$ cat src/rtl/seq_alu.sv
// seq_alu: multi-cycle ALU with valid/ready handshakes on both sides.
// MUL runs as an N-step shift-add and DIVU/REMU as an N-step restoring
// divide. Every other opcode completes straight from IDLE into DONE.
// Build option: define SEQ_ALU_DIV_EN to include the divider, the DIVU/REMU
// opcodes and divide-by-zero handling. Without it, 0x16/0x17 are illegal.
module seq_alu #(
   parameter int N = 8
) (
   input  logic           clk,
   input  logic           reset_n,
   input  logic           in_valid,
   output logic           in_ready,
   input  logic [N-1:0]   num1,
   input  logic [N-1:0]   num2,
   input  logic [4:0]     operation,
   output logic           out_valid,
   input  logic           out_ready,
   output logic [N-1:0]   results,
   output logic [2*N-1:0] xresults,
   output logic           carryflag,
   output logic           overflow,
   output logic           zeroflag,
   output logic           negflag,
   output logic           errflag
);

   localparam int SW = $clog2(N);

   localparam logic [1:0] IDLE = 2'd0;
   localparam logic [1:0] EXEC = 2'd1;
   localparam logic [1:0] DONE = 2'd2;

   localparam logic [4:0] OP_ADD  = 5'h00, OP_SUB  = 5'h01, OP_INC  = 5'h02;
   localparam logic [4:0] OP_DEC  = 5'h03, OP_MUL  = 5'h04, OP_OR   = 5'h05;
   localparam logic [4:0] OP_AND  = 5'h06, OP_XOR  = 5'h07, OP_NOR  = 5'h08;
   localparam logic [4:0] OP_NAND = 5'h09, OP_XNOR = 5'h0A, OP_NOT  = 5'h0B;
   localparam logic [4:0] OP_SHL1 = 5'h0C, OP_SHR1 = 5'h0D, OP_ASR1 = 5'h0E;
   localparam logic [4:0] OP_ROL1 = 5'h0F, OP_ROR1 = 5'h10, OP_EQ   = 5'h11;
   localparam logic [4:0] OP_GT   = 5'h12, OP_LT   = 5'h13, OP_GE   = 5'h14;
   localparam logic [4:0] OP_LE   = 5'h15, OP_SHLV = 5'h18, OP_ASRV = 5'h19;
`ifdef SEQ_ALU_DIV_EN
   localparam logic [4:0] OP_DIVU = 5'h16, OP_REMU = 5'h17;
`endif

   logic [1:0]    state;
   logic [SW-1:0] stepCnt;
   logic [N-1:0]  bReg;
   logic [N-1:0]  workHi;
   logic [N-1:0]  workLo;
`ifdef SEQ_ALU_DIV_EN
   logic [4:0]    opReg;
`endif

   logic [N:0]     calcSum;
   logic [N-1:0]   calcResults;
   logic [2*N-1:0] calcX;
   logic           calcCarry, calcOvf, calcErr, calcExec, calcIllegal;
   logic           calcZero, calcNeg;
   logic [SW-1:0]  shiftAmt;

   logic [N:0]     mulSum;
   logic [N-1:0]   nxtHi, nxtLo;
   logic [N-1:0]   finResults;
   logic [2*N-1:0] finX;
   logic           finZero, finNeg;

   assign in_ready  = (state == IDLE);
   assign out_valid = (state == DONE);
   assign shiftAmt  = num2[SW-1:0];

   // One shift-add step: {workHi, workLo} is the running product register.
   assign mulSum = {1'b0, workHi} + (workLo[0] ? {1'b0, bReg} : {(N+1){1'b0}});

`ifdef SEQ_ALU_DIV_EN
   logic [N:0]   divShift, divDiff;
   logic         divGe;
   logic [N-1:0] divHi, divLo;

   // One restoring-divide step: workHi is the partial remainder, workLo the
   // dividend shifting out while quotient bits shift in.
   assign divShift = {workHi, workLo[N-1]};
   assign divDiff  = divShift - {1'b0, bReg};
   assign divGe    = ~divDiff[N];
   assign divHi    = divGe ? divDiff[N-1:0] : divShift[N-1:0];
   assign divLo    = {workLo[N-2:0], divGe};
`endif

   // Next iteration state and the final result values for the iterative ops.
   always_comb begin
      nxtHi      = mulSum[N:1];
      nxtLo      = {mulSum[0], workLo[N-1:1]};
      finResults = nxtLo;
      finX       = {nxtHi, nxtLo};
      finZero    = (finX == '0);
      finNeg     = finX[2*N-1];
`ifdef SEQ_ALU_DIV_EN
      if (opReg != OP_MUL) begin
         nxtHi      = divHi;
         nxtLo      = divLo;
         finResults = (opReg == OP_REMU) ? divHi : divLo;
         finX       = {divHi, divLo};
         finZero    = (finResults == '0);
         finNeg     = finResults[N-1];
      end
`endif
   end

   // Single-cycle results computed straight from the offered operands.
   always_comb begin
      calcSum     = '0;
      calcResults = '0;
      calcX       = '0;
      calcCarry   = 1'b0;
      calcOvf     = 1'b0;
      calcErr     = 1'b0;
      calcExec    = 1'b0;
      calcIllegal = 1'b0;
      case (operation)
         OP_ADD: begin
            calcSum     = {1'b0, num1} + {1'b0, num2};
            calcResults = calcSum[N-1:0];
            calcCarry   = calcSum[N];
            calcOvf     = (num1[N-1] == num2[N-1]) && (calcSum[N-1] != num1[N-1]);
         end
         OP_SUB: begin
            calcSum     = {1'b0, num1} - {1'b0, num2};
            calcResults = calcSum[N-1:0];
            calcCarry   = calcSum[N];
            calcOvf     = (num1[N-1] != num2[N-1]) && (calcSum[N-1] != num1[N-1]);
         end
         OP_INC: begin
            calcSum     = {1'b0, num1} + (N+1)'(1);
            calcResults = calcSum[N-1:0];
            calcCarry   = calcSum[N];
         end
         OP_DEC: begin
            calcSum     = {1'b0, num1} - (N+1)'(1);
            calcResults = calcSum[N-1:0];
            calcCarry   = calcSum[N];
         end
         OP_MUL:  calcExec = 1'b1;
         OP_OR:   calcResults = num1 | num2;
         OP_AND:  calcResults = num1 & num2;
         OP_XOR:  calcResults = num1 ^ num2;
         OP_NOR:  calcResults = ~(num1 | num2);
         OP_NAND: calcResults = ~(num1 & num2);
         OP_XNOR: calcResults = ~(num1 ^ num2);
         OP_NOT:  calcResults = ~num1;
         OP_SHL1: calcResults = {num1[N-2:0], 1'b0};
         OP_SHR1: calcResults = {1'b0, num1[N-1:1]};
         OP_ASR1: calcResults = {num1[N-1], num1[N-1:1]};
         OP_ROL1: calcResults = {num1[N-2:0], num1[N-1]};
         OP_ROR1: calcResults = {num1[0], num1[N-1:1]};
         OP_EQ:   calcResults = {{(N-1){1'b0}}, num1 == num2};
         OP_GT:   calcResults = {{(N-1){1'b0}}, num1 >  num2};
         OP_LT:   calcResults = {{(N-1){1'b0}}, num1 <  num2};
         OP_GE:   calcResults = {{(N-1){1'b0}}, num1 >= num2};
         OP_LE:   calcResults = {{(N-1){1'b0}}, num1 <= num2};
         OP_SHLV: calcResults = num1 << shiftAmt;
         OP_ASRV: calcResults = $signed(num1) >>> shiftAmt;
`ifdef SEQ_ALU_DIV_EN
         OP_DIVU, OP_REMU: begin
            if (num2 == '0) begin
               calcResults = (operation == OP_DIVU) ? {N{1'b1}} : num1;
               calcX       = {num1, {N{1'b1}}};
               calcErr     = 1'b1;
            end else begin
               calcExec = 1'b1;
            end
         end
`endif
         default: begin
            calcErr     = 1'b1;
            calcIllegal = 1'b1;
         end
      endcase
      calcZero = !calcIllegal && (calcResults == '0);
      calcNeg  = calcResults[N-1];
   end

   // Control FSM, iteration registers and the held result registers.
   always_ff @(posedge clk or negedge reset_n) begin
      if (!reset_n) begin
         state     <= IDLE;
         stepCnt   <= '0;
         bReg      <= '0;
         workHi    <= '0;
         workLo    <= '0;
`ifdef SEQ_ALU_DIV_EN
         opReg     <= '0;
`endif
         results   <= '0;
         xresults  <= '0;
         carryflag <= 1'b0;
         overflow  <= 1'b0;
         zeroflag  <= 1'b0;
         negflag   <= 1'b0;
         errflag   <= 1'b0;
      end else begin
         case (state)
            IDLE: begin
               if (in_valid) begin
                  bReg    <= num2;
                  stepCnt <= '0;
`ifdef SEQ_ALU_DIV_EN
                  opReg   <= operation;
`endif
                  if (calcExec) begin
                     workHi <= '0;
                     workLo <= num1;
                     state  <= EXEC;
                  end else begin
                     results   <= calcResults;
                     xresults  <= calcX;
                     carryflag <= calcCarry;
                     overflow  <= calcOvf;
                     zeroflag  <= calcZero;
                     negflag   <= calcNeg;
                     errflag   <= calcErr;
                     state     <= DONE;
                  end
               end
            end
            EXEC: begin
               workHi  <= nxtHi;
               workLo  <= nxtLo;
               stepCnt <= stepCnt + SW'(1);
               if (stepCnt == SW'(N-1)) begin
                  results   <= finResults;
                  xresults  <= finX;
                  carryflag <= 1'b0;
                  overflow  <= 1'b0;
                  zeroflag  <= finZero;
                  negflag   <= finNeg;
                  errflag   <= 1'b0;
                  stepCnt   <= '0;
                  state     <= DONE;
               end
            end
            DONE: begin
               if (out_ready) begin
                  state <= IDLE;
               end
            end
            default: state <= IDLE;
         endcase
      end
   end

endmodule

$ cat config.mk
export PLATFORM = sky130hd
export DESIGN_NAME = seq_alu
export DESIGN_NICKNAME = d
export VERILOG_FILES = /design/src/rtl/seq_alu.sv
export SDC_FILE = /design/constraint.sdc
export NUM_CORES = 1
export LEC_CHECK = 0
export BUFFER_PORTS_ARGS = -buffer_cell sky130_fd_sc_hd__buf_2
export CAP_MARGIN = 20
export CELL_PAD_IN_SITES_DETAIL_PLACEMENT = 1
export CELL_PAD_IN_SITES_GLOBAL_PLACEMENT = 2
export CORE_ASPECT_RATIO = 0.8
export CORE_MARGIN = 4
export CORE_UTILIZATION = 36
export CTS_CLUSTER_DIAMETER = 50
export CTS_CLUSTER_SIZE = 16
export DETAILED_ROUTE_END_ITERATION = 7
export PLACE_DENSITY = 0.78
export SLEW_MARGIN = 30
export SYNTH_ARGS = -nofsm -noshare
export SYNTH_HDL_FRONTEND = slang
export SYNTH_SLANG_ARGS = --single-unit
$ cat constraint.sdc
create_clock -name clk -period 2.4 [get_ports clk]
set_input_delay 0.48 -clock clk [delete_from_list [all_inputs] [get_ports clk]]
set_output_delay 0.48 -clock clk [all_outputs]
set_load 0.005 [all_outputs]
==> impl_metrics.csv <==
group,metric,value,unit
run_status,status,"complete, but fails checks",
run_status,failed_checks,"setup timing",
power_and_ir_drop,p_leak,3.95,nW
route,drtPass1Iterations,5,
setup_path,r2r-end,"negflag$_DFFE_PN0P_",
logic_synthesis,synth-edff-count,0,
route,vias,6551,
grt,grt_overflow_total,0,
logic_synthesis,yosysWarnings,0,
route,routed_wl,27.0,mm
die,die_area,17000,sq um
setup_path,r2r_slack,-0.05,ns
flow_run,cap_violations,0,
setup_path,critPathMaxStageDelay,0.57,ns
setup_path,crit_top_cell,"buf_12",
timing,hold_viol,0,
grt,grt_pass1_vias,6629,
grt,grt_pass1_wl,39.5,mm
timing,fmax,390,MHz
final_layout,drive_gt1_share,44.9,%
setup_path,reg2reg_depth,12,
setup_path,startpoint,"num1[0]",
die,rows,39,
placement,gp_congestion,0.983,
route,antenna_left,0,
final_layout,diodes,0,
clock_network,cts_buffers,9,
timing,fin_hold_ws,0.294,ns
logic_synthesis,syn_area,5390,sq um
placement,dp_hpwl,20.7,mm
timing,setup_violations,6,
setup_path,arrival,2.81,ns
logic_synthesis,synthTopCellsByCount,"91 x nand2_1, 58 x dfrtp_1, 55 x o21ai_0",
setup_path,end_kind,"register",
placement,pre_cts_slack,-1.08,ns
final_layout,num-nets-final,970,
logic_synthesis,synthCells,672,
die,die_x,145,um
die,initial_core_util,37.2,%
route,drtIter0Drc,579,
clock_network,cts_hold_buf,0,
setup_path,cp_max_fo,3,
setup_path,cp-endpoint,"zeroflag$_DFFE_PN0P_",
setup_path,rr_startpoint,"workLo[0]$_DFFE_PN0P_",
setup_path,cp_cell_sequence,"buf_12 > buf_12 > ha_4 > fa_2 > buf_4 > xnor2_1 > o221ai_1 > nor2_1 > nand4_1 > or4_4 > o21ai_2",
logic_synthesis,synth.net_count,737,
grt,grt_max_degree,59,
power_and_ir_drop,ir_drop,0.000458,V
power_and_ir_drop,power_density,539,nW/um^2
grt,antenna_found_initial,0,
route,via_per_inst,5.99,
setup_path,cp.depth,11,
timing,rsz0062_at_grt,"true",
clock_network,path_clk_slew,0.05,ns
placement,place.port_buffers,55,
logic_synthesis,ys_seq_area_share,26.9,%
clock_network,clock_latency,0.32,ns
logic_synthesis,ys_ff_latch,58,
final_layout,area_delta_synth_final,57.4,%
logic_synthesis,synth_top_area_share,26.9,%
logic_synthesis,synthFlopType,"dfrtp_1",
die,ioPinCount,56,
placement,place_area,7270,sq um
clock_network,cts_tree,"yes",
timing,skew,0.00624,ns
setup_path,critPathBufInv,3,
grt,grt_usage,30.4,%
logic_synthesis,async_reset_ff_share,100,%
die,core-area,14500,sq um
logic_synthesis,syn_area_per_cell,8.02,sq um
clock_network,htree_levels,3,
clock_network,clockBufferDepth,2,
route,drc_errors,0,
timing,drv_slew,0,
clock_network,clock-sinks,58,
timing,tightest_slew,0.766,ns
logic_synthesis,netlist-cell-type-count,76,
setup_path,worstPathRequired,2.65,ns
setup_path,cp_slowest_cell,"or4_4",
setup_path,crit_path_start_kind,"input port",
logic_synthesis,synth_top_area_cell,"dfrtp_1",
placement,dp.cells,1056,
final_layout,fin_cells,1094,
hold_path,hold_class,"in -> async",
logic_synthesis,yosysMostFrequentCell,"nand2_1",
die,fp.dieH,117,um
timing,setup_ws,-0.162,ns
route,wl_per_cell,24.7,um
final_layout,fin_area,8490,sq um
setup_path,critical_path.top_delay_family,"simple AND/OR/NAND/NOR gates",
timing,post-route-period-util,107,%
timing,fin_crit,2.56,ns
logic_synthesis,synth.area.top_cells,"dfrtp_1 27%, ha_1 8.6%, nand2_1 6.3%",
clock_network,cts_root_buf,"clkbuf_16",
timing,slew_headroom,48.9,%
setup_path,crit_type,"in -> reg",
## kinds of logic after synthesis
| logic type | count (synthesis) | synth area share, % |
|---|---|---|
| buffers and inverters | 82 | 6.41 |
| AO/OA/AOI/OAI | 204 | 25.7 |
| flip-flops | 58 | 26.9 |
| adder cells (fa/ha/maj) | 40 | 9.70 |
| multiplexers | 27 | 6.87 |
| AND/OR/NAND/NOR | 253 | 23.1 |
| XOR/XNOR | 8 | 1.30 |
## per-layer routing
layer / up-vias / global-route usage (%) / share of wire, %
li1: 2957 / - / -
met1: 3363 / 46.1 / 47
met2: 202 / 43.9 / 45
met3: 29 / 7.27 / 6.5
met4: 0 / 5.59 / 1.3
met5: - / 0 / 0
## area by class of cell
type                            instances  area, sq um
Inverter                               31          150
Multi-Input combinational cell        532         4250
Fill cell                            1711         6000
Tap cell                              184          230
Sequential cell                        58         1450
Clock buffer                           13          250
Timing Repair Buffer                  273         2140
Clock inverter                          3         15.0
## through the flow
step                util, %  TNS, ns  total power [mW]
floorplan                 -   -0.967              2.14
global placement       50.1    -6.31              2.92
detailed placement     50.1    -7.03              2.99
CTS                    54.8   -0.308              4.28
global route           58.6   -0.973              4.80
finish                 58.6   -0.423              4.57
## worst min-delay path by stage
stage               depth (start not counted)  slack (ns)                     start                  endpoint
finish                                      2        0.29                   reset_n     workHi[5]$_DFFE_PN0P_
floorplan                                   0        0.18                   reset_n       bReg[0]$_DFFE_PN0P_
CTS                                         2        0.33                   reset_n  xresults[15]$_DFFE_PN0P_
detailed placement                          2        0.47      overflow$_DFFE_PN0P_      overflow$_DFFE_PN0P_
global route                                2        0.36                   reset_n  xresults[15]$_DFFE_PN0P_
global placement                            2        0.46  xresults[13]$_DFFE_PN0P_  xresults[13]$_DFFE_PN0P_
## placed cells by master, fill, tap and decap left out, types with 7 or more instances in the layout
cell type,instances
o21ai_2,7
buf_12,8
nor2_1,44
o221ai_1,10
a21oi_2,10
dfrtp_1,58
mux2i_1,16
inv_1,21
a22o_1,9
buf_2,41
nand3_1,21
nand2_1,91
ha_4,9
nor3_1,10
a21o_1,7
o21ai_0,42
clkbuf_16,9
and2_1,10
a21oi_1,29
buf_4,200
buf_6,16
ha_1,24
## power by group
| group | total [mW] | internal (mW) | switching, mW |
|---|---|---|---|
| combinational | 2.07 | 0.971 | 1.10 |
| clock | 1.15 | 0.721 | 0.432 |
| sequential | 1.35 | 1.16 | 0.190 |
| total | 4.57 | 2.85 | 1.72 |
## repair_timing
| item | in CTS | in global routing |
|---|---|---|
| setup endpoints to repair | 13 | 15 |
| pin swaps | 30 | 53 |
| resized for setup | 88 | 92 |
| setup buffers | 9 | 18 |
## registers in the layout, summed over array words and instances (netlist names)
name       count
overflow       1
state          2
errflag        1
workHi         8
stepCnt        3
bReg           8
results        8
carryflag      1
zeroflag       1
xresults      16
negflag        1
workLo         8
Power figures use the tool's default switching activity.
